## src/rtl/ram_ctrl_pkg.sv

```systemverilog
// Shared types and default geometry for the RAM controller.
// The verify states exist only when RAM_CTRL_WRITE_VERIFY_EN is defined.
package ram_ctrl_pkg;

  localparam int DEF_DATA_WIDTH = 8;
  localparam int DEF_ADDR_WIDTH = 5;
  localparam int DEF_DEPTH      = 32;

  typedef enum logic [2:0] {
    ST_IDLE        = 3'd0,
    ST_WRITE       = 3'd1,
    ST_READ_WAIT   = 3'd2,
    ST_READ_CAP    = 3'd3,
    ST_RESP        = 3'd4,
`ifdef RAM_CTRL_WRITE_VERIFY_EN
    ST_CLEAR       = 3'd5,
    ST_VERIFY_WAIT = 3'd6,
    ST_VERIFY_CMP  = 3'd7
`else
    ST_CLEAR       = 3'd5
`endif
  } state_e;

endpackage

```

## src/rtl/ram_ctrl.sv

```systemverilog
// Host-command front end for a synchronous-read RAM: single writes, reads with a
// held response, and a full-array clear. RAM_CTRL_WRITE_VERIFY_EN adds read-back verify.
module ram_ctrl
  import ram_ctrl_pkg::*;
#(
  parameter int DATA_WIDTH = DEF_DATA_WIDTH,
  parameter int ADDR_WIDTH = DEF_ADDR_WIDTH,
  parameter int DEPTH      = DEF_DEPTH
) (
  input  logic                  clk,
  input  logic                  reset,
  // Handshakes: a transfer happens on a rising edge where valid && ready.
  input  logic                  cmd_valid,
  output logic                  cmd_ready,
  input  logic                  cmd_write,
  input  logic [ADDR_WIDTH-1:0] cmd_addr,
  input  logic [DATA_WIDTH-1:0] cmd_wdata,
  input  logic                  clear_start,
  input  logic [DATA_WIDTH-1:0] clear_value,
  output logic                  rsp_valid,
  input  logic                  rsp_ready,
  output logic [DATA_WIDTH-1:0] rsp_data,
  output logic                  busy,
  output logic [ADDR_WIDTH-1:0] address_write,
  output logic [DATA_WIDTH-1:0] data_write,
  output logic                  write_enable,
  output logic [ADDR_WIDTH-1:0] address_read,
  input  logic [DATA_WIDTH-1:0] data_read,
`ifdef RAM_CTRL_WRITE_VERIFY_EN
  output logic                  verify_error,
`endif
  output state_e                state_dbg
);

  localparam logic [ADDR_WIDTH-1:0] LAST_ADDR = ADDR_WIDTH'(DEPTH - 1);

  state_e                state_q, state_d;
  logic [ADDR_WIDTH-1:0] waddr_q;
  logic [DATA_WIDTH-1:0] wdata_q;
  logic [ADDR_WIDTH-1:0] raddr_q;
  logic [DATA_WIDTH-1:0] rdata_q;
`ifdef RAM_CTRL_WRITE_VERIFY_EN
  logic                  verr_q;
`endif

  always_ff @(posedge clk or posedge reset) begin
    if (reset) state_q <= ST_IDLE;
    else       state_q <= state_d;
  end

  always_comb begin
    state_d = state_q;
    case (state_q)
      ST_IDLE: begin
        if (clear_start)    state_d = ST_CLEAR;
        else if (cmd_valid) state_d = cmd_write ? ST_WRITE : ST_READ_WAIT;
      end
`ifdef RAM_CTRL_WRITE_VERIFY_EN
      ST_WRITE:       state_d = ST_VERIFY_WAIT;
      ST_VERIFY_WAIT: state_d = ST_VERIFY_CMP;
      ST_VERIFY_CMP:  state_d = ST_IDLE;
`else
      ST_WRITE:       state_d = ST_IDLE;
`endif
      ST_READ_WAIT:   state_d = ST_READ_CAP;
      ST_READ_CAP:    state_d = ST_RESP;
      ST_RESP:        if (rsp_ready) state_d = ST_IDLE;
      ST_CLEAR:       if (waddr_q == LAST_ADDR) state_d = ST_IDLE;
      default:        state_d = ST_IDLE;
    endcase
  end

  // cmd_ready is gated by reset so it reads 0 while reset is held.
  always_comb begin
    cmd_ready    = 1'b0;
    write_enable = 1'b0;
    rsp_valid    = 1'b0;
    busy         = (state_q != ST_IDLE);
    case (state_q)
      ST_IDLE:            cmd_ready = !clear_start && !reset;
      ST_WRITE, ST_CLEAR: write_enable = 1'b1;
      ST_RESP:            rsp_valid = 1'b1;
      default: ;
    endcase
  end

  // waddr_q doubles as the clear counter; wdata_q holds the latched clear value.
  always_ff @(posedge clk or posedge reset) begin
    if (reset) begin
      waddr_q <= '0;
      wdata_q <= '0;
      raddr_q <= '0;
      rdata_q <= '0;
`ifdef RAM_CTRL_WRITE_VERIFY_EN
      verr_q  <= 1'b0;
`endif
    end else begin
      case (state_q)
        ST_IDLE: begin
          if (clear_start) begin
            waddr_q <= '0;
            wdata_q <= clear_value;
          end else if (cmd_valid && cmd_write) begin
            waddr_q <= cmd_addr;
            wdata_q <= cmd_wdata;
          end else if (cmd_valid) begin
            raddr_q <= cmd_addr;
          end
        end
        ST_CLEAR:    if (waddr_q != LAST_ADDR) waddr_q <= waddr_q + 1'b1;
        ST_READ_CAP: rdata_q <= data_read;
`ifdef RAM_CTRL_WRITE_VERIFY_EN
        ST_WRITE:      raddr_q <= waddr_q;
        ST_VERIFY_CMP: if (data_read != wdata_q) verr_q <= 1'b1;
`endif
        default: ;
      endcase
    end
  end

  assign address_write = waddr_q;
  assign data_write    = wdata_q;
  assign address_read  = raddr_q;
  assign rsp_data      = rdata_q;
  assign state_dbg     = state_q;
`ifdef RAM_CTRL_WRITE_VERIFY_EN
  assign verify_error  = verr_q;
`endif

endmodule

```

## config.mk

```make
export PLATFORM = sky130hd
export DESIGN_NAME = ram_ctrl
export DESIGN_NICKNAME = d
export VERILOG_FILES = /design/src/rtl/ram_ctrl_pkg.sv /design/src/rtl/ram_ctrl.sv
export SDC_FILE = /design/constraint.sdc
export NUM_CORES = 1
export LEC_CHECK = 0
export CAP_MARGIN = 20
export CORE_MARGIN = 1.5
export CORE_UTILIZATION = 45
export CTS_BUF_LIST = sky130_fd_sc_hd__clkbuf_16
export DETAILED_ROUTE_END_ITERATION = 8
export PLACE_DENSITY = 0.92
export SYNTH_ARGS = -nofsm -noshare
export SYNTH_HDL_FRONTEND = slang
export SYNTH_SLANG_ARGS = --single-unit
export TNS_END_PERCENT = 20
```

## constraint.sdc

```tcl
create_clock -name clk -period 5.05 [get_ports clk]
set_input_delay 0.7575 -clock clk [delete_from_list [all_inputs] [get_ports clk]]
set_output_delay 0.7575 -clock clk [all_outputs]
set_load 0.005 [all_outputs]
```

==> impl_metrics.py, run 1 <==
metrics = {
    "run_status": {
        "run_status": "finished clean",
    },
    "placement": {
        "detailedPlacementHpwl_microns": 3094,
        "gp_congestion": 0.7675,
        "count_of_port_buffers_added_during_placement": 67,
        "dp_slack_ns": 1.834,
    },
    "die": {
        "start_util_pct": 46.67,
        "ioPinCount": 68,
        "dieArea_sq_um": 3795,
        "dieHeight_microns": 61.60,
        "placeableCoreArea_sq_um": 3311,
        "fp-row-count": 21,
        "dieWidth_microns": 61.60,
    },
    "cells_and_area": {
        "finalCoreUtilization_pct": 72.11,
        "most_common_library_cell_in_the_layout_ignoring_fill_and_taps": "sky130_fd_sc_hd__clkdlybuf4s50_1",
        "highest_count_cells_in_the_layout_ignoring_fill_and_taps": "sky130_fd_sc_hd__clkdlybuf4s50_1, sky130_fd_sc_hd__dfrtp_1, sky130_fd_sc_hd__a21oi_1",
        "fill_count": 225,
        "num-nets-final": 233,
        "areaGrowthSynthToFinish_pct": 54.49,
        "final_layout_size_suffix_gt1_share_pct": 17.35,
        "diodes": 0,
    },
    "timing": {
        "timing_worst_slew_pin_value_ns": 0.8903,
        "min_period_ns": 3.288,
        "slew-limit-headroom_pct": 40.46,
        "fin_ws_ns": 1.762,
        "final_setup_skew_ns": 0.005911,
        "setup_viol": 0,
        "hold_violations": 0,
        "fin_crit_sh_pct": 65.11,
        "achievable-frequency_ghz": 0.3041,
        "grt_setup_unrepaired": "no",
        "sum_of_negative_setup_slack_ns": 0,
        "maxSlewViolCount": 0,
    },
    "clocking": {
        "tritoncts": "built",
        "cts-htree-levels": 2,
        "clock_tree.root_cell": "sky130_fd_sc_hd__clkbuf_16",
        "postCtsResizedCells": 0,
        "cts_inserted_buffers": 5,
        "clk_transition_reported_paths_ns": 0.05,
        "clock_net_sink_count": 29,
        "cts-hold-fix-buffers": 0,
        "postCtsSetupBuffers": 0,
        "clock_insertion_delay_worst_skew_ns": 0.28,
        "max-clock-path-buffers": 2,
    },
    "global_routing": {
        "globalRouteTotalUtil_pct": 24.73,
        "antenna_found_initial": 0,
        "grt_first_pass_wirelength_microns": 6561,
        "first_global_vias": 1447,
        "grt_start_max_net_pins": 30,
        "grt_overflow": 0,
    },
    "synthesis": {
        "yosys-top-cells-area": "sky130_fd_sc_hd__dfrtp_1, sky130_fd_sc_hd__mux2_4, sky130_fd_sc_hd__mux2i_1, sky130_fd_sc_hd__mux2_2, sky130_fd_sc_hd__a21oi_1",
        "yosys_register_bits": 29,
        "postSynthAreaPerCell_sq_um": 12.07,
        "synth_top_cell_area_share_pct": 46.96,
        "synth_sequential_area_ratio_pct": 46.96,
        "syn_nets": 165,
        "syn_inst": 128,
        "synth_enable_flop_cells": 0,
        "ys_dominant_reg_cell": "sky130_fd_sc_hd__dfrtp_1",
        "synth.lib_cells_used.distinct": 38,
        "synth_top_area_cell": "sky130_fd_sc_hd__dfrtp_1",
        "yosysWarningCount": 0,
        "async_reset_ff_share_pct": 100.0,
        "synth_area_sq_um": 1545,
    },
    "worst_setup_path": {
        "reg2reg_setup_slack_ns": 2.80,
        "slowest_delay_ns": 0.76,
        "crit_type": "reg -> out",
        "r2r_cells": 4,
        "cp.required_ns": 4.29,
        "crit_path_start_kind": "register",
        "worst_r2r_endpoint": "address_write[1]",
        "timing.critical_path.cells": "nor3_2 > inv_2 > nor3_1 > clkdlybuf4s50_1",
        "critical_path.endpoint_type": "output port",
        "regToRegStartpoint": "state_dbg[0]",
        "worstPathMaxFanout": 13,
        "crit_path_top_delay_cell": "sky130_fd_sc_hd__nor3_2",
        "cp_data_arrival_time_ns": 2.53,
    },
    "power": {
        "fin_total_pwr_mw": 1.344,
        "max_rail_drop_vdd_mv": 0.3426,
        "cellLeakagePower_nw": 1.031,
        "powerDensity_nw_per_um2": 562.9,
    },
    "routing": {
        "drt_pass1_iterations": 5,
        "postRouteWirelength_microns": 4433,
        "total_via_count_in_the_routed_design": 1326,
        "ant_nets": 0,
        "drt_iter0_markers": 25,
        "avgViaCountPerCell": 5.479,
        "wire_per_inst_microns": 18.32,
        "remaining_drc_errors": 0,
    },
    "worst_hold_path": {
        "timing.hold.worst.start": "rsp_data[6]",
        "hold-path-cell-count": 1,
        "min_path_type": "reg -> reg",
        "hold_end": "rsp_data[6]",
    },
    "flow_run": {
        "max_capacitance_violation_total": 0,
    },
}
sequential cells by signal (all words and copies together), names as in the netlist:
name and flops:
data_write 8, rsp_data 8, address_read 5, address_write 5
state_dbg 3
how the worst max path moves through the flow:
stage / slack (ns) / end / startpoint / cells after the start
after floorplan: 2.96 / cmd_ready / clear_start / 3
after global placement: 1.86 / cmd_ready / clear_start / 3
after detailed placement: 1.83 / cmd_ready / clear_start / 3
after CTS: 1.80 / cmd_ready / clear_start / 3
after global routing: 1.63 / cmd_ready / state_dbg[0] / 4
final: 1.76 / cmd_ready / state_dbg[0] / 4
cells by family (layout without fill, tap and decap cells):
family	Yosys count	count (layout)	synth area share (%)
flip-flops	29	29	46.96
multiplexers	27	27	21.05
AO/OA/AOI/OAI	30	30	11.74
adder cells (fa/ha/maj)	2	2	1.619
AND/OR/NAND/NOR	30	30	14.90
buffers and inverters	10	78	3.724
layer usage:
layer  routed length [microns]  track usage (%)  share of wire, %  vias up
met5                         0                0                 0        -
met4                       130            13.98               2.9        0
met3                       267            9.454               6.0       13
met2                      2327            40.75                52       61
met1                      1708            27.24                39      640
li1                          -                -                 -      612
cells in the mapped netlist (2+ instances only):
cell / number
sky130_fd_sc_hd__o211ai_1: 5
sky130_fd_sc_hd__nor2b_1: 7
sky130_fd_sc_hd__o21ai_0: 2
sky130_fd_sc_hd__nand3_1: 2
sky130_fd_sc_hd__o31ai_1: 2
sky130_fd_sc_hd__ha_1: 2
sky130_fd_sc_hd__nor2_1: 2
sky130_fd_sc_hd__mux2i_1: 10
sky130_fd_sc_hd__buf_4: 2
sky130_fd_sc_hd__buf_2: 4
sky130_fd_sc_hd__mux2_4: 9
sky130_fd_sc_hd__a21oi_1: 17
sky130_fd_sc_hd__nor3_1: 3
sky130_fd_sc_hd__inv_1: 2
sky130_fd_sc_hd__dfrtp_1: 29
sky130_fd_sc_hd__mux2_2: 8
report_power, final:
group	total, mW	internal [mW]	switching, mW
combinational	0.616	0.383	0.232
sequential	0.456	0.344	0.112
clock	0.272	0.175	0.0966
total	1.34	0.903	0.441
cell type report:
| type | count | area [sq um] | area share [%] |
|---|---|---|---|
| multi-input cells | 89 | 762.0 | 31.92 |
| flip-flops and latches | 29 | 725.7 | 30.40 |
| repair buffers | 68 | 698.2 | 29.25 |
| clock buffers | 5 | 125.1 | 5.241 |
| well taps | 46 | 57.56 | 2.411 |
| inverters | 3 | 11.26 | 0.4717 |
| clock inverters | 2 | 7.507 | 0.3145 |
per-stage QoR:
stage               hold WS [ns]  area [sq um]  instances
detailed placement        0.4926          2227        234
floorplan                 0.5041          1545        128
finish                    0.5036          2387        242
global route              0.5196          2387        242
global placement          0.4863          2227        234
CTS                       0.5032          2360        241
critical path, delay by kind of cell (launching register included):
kind | cells | cell delay (ns)
buf+inv | 2 | 0.77
flops | 1 | 0.53
simple gates | 2 | 0.95
(Power assumes the default switching activity.)
==> run 2, diff against run 1 <==
--- a/config.mk
+++ b/config.mk
@@ -7,10 +7,10 @@
 export LEC_CHECK = 0
 export CAP_MARGIN = 20
 export CORE_MARGIN = 1.5
-export CORE_UTILIZATION = 45
+export CORE_UTILIZATION = 38
 export CTS_BUF_LIST = sky130_fd_sc_hd__clkbuf_16
 export DETAILED_ROUTE_END_ITERATION = 8
-export PLACE_DENSITY = 0.92
+export PLACE_DENSITY = 0.84
 export SYNTH_ARGS = -nofsm -noshare
 export SYNTH_HDL_FRONTEND = slang
 export SYNTH_SLANG_ARGS = --single-unit
==> constraint.sdc (replaced) <==
create_clock -name clk -period 2.8 [get_ports clk]
set_input_delay 0.42 -clock clk [delete_from_list [all_inputs] [get_ports clk]]
set_output_delay 0.42 -clock clk [all_outputs]
set_load 0.005 [all_outputs]
==> impl_metrics.py, run 2 (synthesized netlist as in run 1, its figures left out) <==
metrics = {
    "clocking": {
        "clk_transition_reported_paths_ns": 0.05,
        "max-clock-path-buffers": 2,
        "clock_insertion_delay_worst_skew_ns": 0.27,
        "cts-hold-fix-buffers": 0,
        "clock_net_sink_count": 29,
        "tritoncts": "built",
        "clock_tree.root_cell": "sky130_fd_sc_hd__clkbuf_16",
        "cts-htree-levels": 2,
        "postCtsResizedCells": 0,
        "postCtsSetupBuffers": 0,
        "cts_inserted_buffers": 5,
    },
    "timing": {
        "setup_viol": 0,
        "maxSlewViolCount": 0,
        "final_setup_skew_ns": 0.005801,
        "grt_setup_unrepaired": "no",
        "timing_worst_slew_pin_value_ns": 0.4532,
        "min_period_ns": 2.274,
        "fin_crit_sh_pct": 81.21,
        "achievable-frequency_ghz": 0.4398,
        "hold_violations": 0,
        "sum_of_negative_setup_slack_ns": 0,
        "slew-limit-headroom_pct": 69.79,
    },
    "routing": {
        "drt_pass1_iterations": 4,
        "ant_nets": 0,
        "wire_per_inst_microns": 15.41,
        "drt_iter0_markers": 48,
        "remaining_drc_errors": 0,
        "total_via_count_in_the_routed_design": 1255,
        "avgViaCountPerCell": 5.081,
        "postRouteWirelength_microns": 3807,
    },
    "worst_hold_path": {
        "hold_end": "address_read[2]",
        "min_path_type": "reg -> reg",
        "hold-path-cell-count": 1,
        "timing.hold.worst.start": "address_read[2]",
    },
    "cells_and_area": {
        "final_layout_size_suffix_gt1_share_pct": 19.10,
        "num-nets-final": 235,
        "areaGrowthSynthToFinish_pct": 54.74,
        "fill_count": 294,
        "highest_count_cells_in_the_layout_ignoring_fill_and_taps": "sky130_fd_sc_hd__clkdlybuf4s50_1, sky130_fd_sc_hd__dfrtp_1, sky130_fd_sc_hd__a21oi_1",
        "most_common_library_cell_in_the_layout_ignoring_fill_and_taps": "sky130_fd_sc_hd__clkdlybuf4s50_1",
        "finalCoreUtilization_pct": 63.40,
        "diodes": 0,
    },
    "worst_setup_path": {
        "buf_inv_on_cp": 2,
        "critical-path-top-delay-family": "buffers and inverters",
        "critical_path.endpoint_type": "output port",
        "cp.required_ns": 2.38,
        "r2r_cells": 6,
        "worst_r2r_endpoint": "address_write[1]",
        "crit_path_start_kind": "register",
        "crit_type": "reg -> out",
        "worstPathMaxFanout": 14,
        "cp_data_arrival_time_ns": 1.85,
        "crit_path_top_delay_cell": "sky130_fd_sc_hd__dfrtp_1",
        "timing.critical_path.cells": "nor3_2 > inv_2 > nor3_1 > clkdlybuf4s50_1",
        "slowest_delay_ns": 0.52,
        "reg2reg_setup_slack_ns": 0.81,
        "regToRegStartpoint": "address_write[0]",
    },
    "run_status": {
        "run_status": "finished clean",
    },
    "global_routing": {
        "grt_start_max_net_pins": 30,
        "globalRouteTotalUtil_pct": 19.14,
        "grt_overflow": 0,
        "grt_first_pass_wirelength_microns": 6230,
        "first_global_vias": 1294,
        "antenna_found_initial": 0,
    },
    "die": {
        "dieArea_sq_um": 4458,
        "fp-row-count": 22,
        "placeableCoreArea_sq_um": 3771,
        "dieWidth_microns": 66.77,
        "ioPinCount": 68,
        "start_util_pct": 40.98,
        "dieHeight_microns": 66.77,
    },
    "flow_run": {
        "max_capacitance_violation_total": 0,
    },
    "placement": {
        "detailedPlacementHpwl_microns": 2858,
        "gp_congestion": 0.8302,
        "count_of_port_buffers_added_during_placement": 67,
    },
    "power": {
        "cellLeakagePower_nw": 1.039,
        "powerDensity_nw_per_um2": 1003,
        "max_rail_drop_vdd_mv": 0.5176,
    },
}
[run 2: worst max-delay path by stage]
stage	from	endpoint	slack, ns	cells past startpoint
6_report	state_dbg[1]	cmd_ready	0.53	4
5_1_grt	state_dbg[1]	cmd_ready	0.41	4
4_1_cts	state_dbg[1]	cmd_ready	0.52	4
3_5_place_dp	address_write[0]	address_write[1]	0.83	6
3_3_place_gp	clear_start	cmd_ready	0.84	3
2_1_floorplan	address_write[0]	address_write[1]	0.97	6
[run 2: metal layers]
metal / wire length [microns] / track usage (%) / up-vias
met5: 0 / 0 / -
met4: 93 / 9.439 / 0
met3: 192 / 6.250 / 9
met2: 1905 / 30.25 / 48
met1: 1615 / 23.34 / 587
li1: - / - / 611
[run 2: cell type report]
| type | count | area, sq um | area share [%] |
|---|---|---|---|
| well taps | 48 | 60.06 | 2.512 |
| repair buffers | 70 | 693.2 | 28.99 |
| inverters | 3 | 11.26 | 0.4710 |
| flip-flops and latches | 29 | 725.7 | 30.35 |
| multi-input cells | 89 | 762.0 | 31.87 |
| clock inverters | 3 | 13.76 | 0.5756 |
| clock buffers | 5 | 125.1 | 5.233 |
[run 2: stage by stage]
| stage | worst slack, ns | hold slack (ns) | cells | area (sq um) | power (mW) |
|---|---|---|---|---|---|
| 2_1_floorplan | 0.9738 | 0.4981 | 128 | 1545 | 1.308 |
| 3_3_place_gp | 0.8367 | 0.4868 | 239 | 2252 | 1.880 |
| 3_5_place_dp | 0.8292 | 0.4938 | 239 | 2252 | 1.905 |
| 4_1_cts | 0.5152 | 0.5072 | 247 | 2391 | 2.417 |
| 5_1_grt | 0.4096 | 0.5160 | 247 | 2391 | 2.545 |
| 6_report | 0.5261 | 0.5038 | 247 | 2391 | 2.398 |
[run 2: report_power, final]
group	switching, mW	internal (mW)
combinational	0.393	0.700
clock	0.177	0.321
sequential	0.187	0.620
total	0.757	1.64
[run 2: worst register-to-register path: stages (launching register included)]
cell and delay [ns]:
sky130_fd_sc_hd__dfrtp_1 0.42, sky130_fd_sc_hd__ha_1 0.23, sky130_fd_sc_hd__and3_1 0.19, sky130_fd_sc_hd__ha_1 0.20, sky130_fd_sc_hd__nand4bb_1 0.34, sky130_fd_sc_hd__o21ai_2 0.19
sky130_fd_sc_hd__mux2_4 0.31
==> run 3, diff against run 2 <==
==> constraint.sdc (replaced) <==
create_clock -name clk -period 1.9 [get_ports clk]
set_input_delay 0.285 -clock clk [delete_from_list [all_inputs] [get_ports clk]]
set_output_delay 0.285 -clock clk [all_outputs]
set_load 0.005 [all_outputs]
==> impl_metrics.py, run 3 (synthesized netlist as in run 1, its figures left out) <==
metrics = {
    "clocking": {
        "clock_tree.root_cell": "sky130_fd_sc_hd__clkbuf_16",
        "tritoncts": "built",
        "cts-htree-levels": 2,
        "max-clock-path-buffers": 2,
        "clock_net_sink_count": 29,
        "cts_inserted_buffers": 5,
        "clk_transition_reported_paths_ns": 0.05,
        "clock_insertion_delay_worst_skew_ns": 0.27,
    },
    "routing": {
        "wire_per_inst_microns": 15.16,
        "postRouteWirelength_microns": 3897,
        "total_via_count_in_the_routed_design": 1312,
        "avgViaCountPerCell": 5.105,
        "drt_pass1_iterations": 4,
        "ant_nets": 0,
        "drt_iter0_markers": 61,
        "remaining_drc_errors": 0,
    },
    "global_routing": {
        "grtUsageMet3_pct": 3.547,
        "grt_first_pass_wirelength_microns": 6479,
        "grt.met2_usage_pct": 32.38,
        "first_global_vias": 1355,
        "globalRouteTotalUtil_pct": 19.44,
        "met1_usage_pct": 25.54,
        "antenna_found_initial": 0,
        "grt_overflow": 0,
        "grt.busiest_layer": "met2",
        "grt_start_max_net_pins": 17,
    },
    "cells_and_area": {
        "multi_input_combinational_cell_area_sq_um": 764.5,
        "final_layout_size_suffix_gt1_share_pct": 22.97,
        "finalCoreUtilization_pct": 65.56,
        "stdcell_area_sq_um": 2472,
        "regArea_sq_um": 725.7,
        "num-nets-final": 245,
        "finalNonFillerCells": 257,
        "highest_count_cells_in_the_layout_ignoring_fill_and_taps": "sky130_fd_sc_hd__clkdlybuf4s50_1, sky130_fd_sc_hd__dfrtp_1, sky130_fd_sc_hd__a21oi_1",
        "diodes": 0,
        "areaGrowthSynthToFinish_pct": 60.00,
        "fill_count": 284,
        "most_common_library_cell_in_the_layout_ignoring_fill_and_taps": "sky130_fd_sc_hd__clkdlybuf4s50_1",
    },
    "timing": {
        "final_setup_skew_ns": 0.006291,
        "timing_worst_slew_pin_value_ns": 0.3548,
        "setup_viol": 0,
        "grt_setup_unrepaired": "yes",
        "achievable-frequency_ghz": 0.5341,
        "hold_violations": 0,
        "maxSlewViolCount": 0,
        "hold_ws_ns": 0.3169,
        "fin_crit_sh_pct": 98.55,
        "min_period_ns": 1.872,
        "slew-limit-headroom_pct": 76.32,
    },
    "die": {
        "dieWidth_microns": 66.77,
        "start_util_pct": 40.98,
        "fp-row-count": 22,
        "dieArea_sq_um": 4458,
        "dieHeight_microns": 66.77,
        "placeableCoreArea_sq_um": 3771,
        "ioPinCount": 68,
    },
    "worst_setup_path": {
        "crit_type": "reg -> out",
        "crit_end": "busy",
        "crit_path_start_kind": "register",
        "timing.critical_path.cells": "nor3_2 > inv_2 > buf_4 > clkdlybuf4s50_1",
        "regToRegStartpoint": "address_write[0]",
        "worstPathMaxFanout": 6,
        "cp.required_ns": 1.62,
        "crit_cells": 4,
        "cp_data_arrival_time_ns": 1.59,
        "r2r_cells": 6,
        "critical_path.endpoint_type": "output port",
        "slowest_delay_ns": 0.44,
        "buf_inv_on_cp": 3,
        "worst_r2r_endpoint": "address_write[1]",
        "critical-path-top-delay-family": "buffers and inverters",
        "reg2reg_setup_slack_ns": 0.11,
        "crit_path_top_delay_cell": "sky130_fd_sc_hd__clkdlybuf4s50_1",
        "setup.worst_path.start": "state_dbg[2]",
    },
    "run_status": {
        "run_status": "finished clean",
    },
    "placement": {
        "placed_cell_area_sq_um": 2312,
        "detailedPlacementHpwl_microns": 2884,
        "count_of_port_buffers_added_during_placement": 67,
        "place_inst": 247,
        "gp_congestion": 0.8021,
    },
    "worst_hold_path": {
        "min_path_type": "in -> async",
    },
    "power": {
        "cellLeakagePower_nw": 1.100,
        "fin_total_pwr_mw": 3.650,
        "powerDensity_nw_per_um2": 1476,
        "max_rail_drop_vdd_mv": 0.7265,
    },
    "flow_run": {
        "max_capacitance_violation_total": 0,
    },
}
## run 3: cell types whose count changed in the layout (fill, tap and decap cells not counted)
cell / previous run / this run
sky130_fd_sc_hd__buf_4: 3 / 12
sky130_fd_sc_hd__clkdlybuf4s50_1: 67 / 65
sky130_fd_sc_hd__clkinv_1: 0 / 2
sky130_fd_sc_hd__buf_6: 0 / 1
sky130_fd_sc_hd__clkinv_2: 2 / 1
sky130_fd_sc_hd__dlygate4sd2_1: 0 / 1
sky130_fd_sc_hd__dlymetal6s2s_1: 0 / 1
sky130_fd_sc_hd__inv_1: 3 / 2
sky130_fd_sc_hd__nor2b_1: 7 / 6
sky130_fd_sc_hd__nor2b_2: 0 / 1
## run 3: cell type report
class	instances	area share, %
timing repair buffer	80	31.28
multi-input combinational	89	30.92
sequential	29	29.35
clock buffer	5	5.061
tap	48	2.429
clock inverter	3	0.5061
inverter	3	0.4555
## run 3: worst min-delay path by stage
stage / slack (ns) / end / start
2_1_floorplan: 0.36 / address_read[0] / reset
3_3_place_gp: 0.49 / rsp_data[1] / rsp_data[1]
3_5_place_dp: 0.49 / rsp_data[5] / rsp_data[5]
4_1_cts: 0.32 / state_dbg[2] / reset
5_1_grt: 0.33 / state_dbg[2] / reset
6_report: 0.32 / state_dbg[2] / reset
## run 3: what timing repair did
item                                    CTS  global route
endpoints found under the setup margin    1             3
gates resized for setup                   1             3
pin swaps                                 1             0
setup buffers                             2             0
hold buffers                              0             0
## run 3: worst register-to-register path, delay by kind of cell (launching register included)
family                     cells  cell delay [ns]
AOI/OAI and AO/OA              1             0.14
adders and majority gates      2             0.41
DFF                            1             0.37
muxes                          1             0.32
and+or+nand+nor                2             0.45
## run 3: per-layer routing
| layer | vias up | part of all wire [%] | wire (microns) |
|---|---|---|---|
| li1 | 632 | - | - |
| met1 | 640 | 44 | 1727 |
| met2 | 36 | 51 | 1989 |
| met3 | 4 | 3.6 | 142 |
| met4 | 0 | 0.98 | 38 |
| met5 | - | 0 | 0 |
## run 3: stage by stage
step	setup slack (ns)	setup TNS, ns
finish	0.02764	0
global route	-0.01984	-0.01984
CTS	0.02402	0
detailed placement	0.1051	0
global placement	0.1304	0
floorplan	0.07376	0
## run 3: power by group
group	switching [mW]	internal (mW)	total, mW
logic	0.704	1.13	1.84
clock network	0.250	0.471	0.721
registers	0.175	0.915	1.09
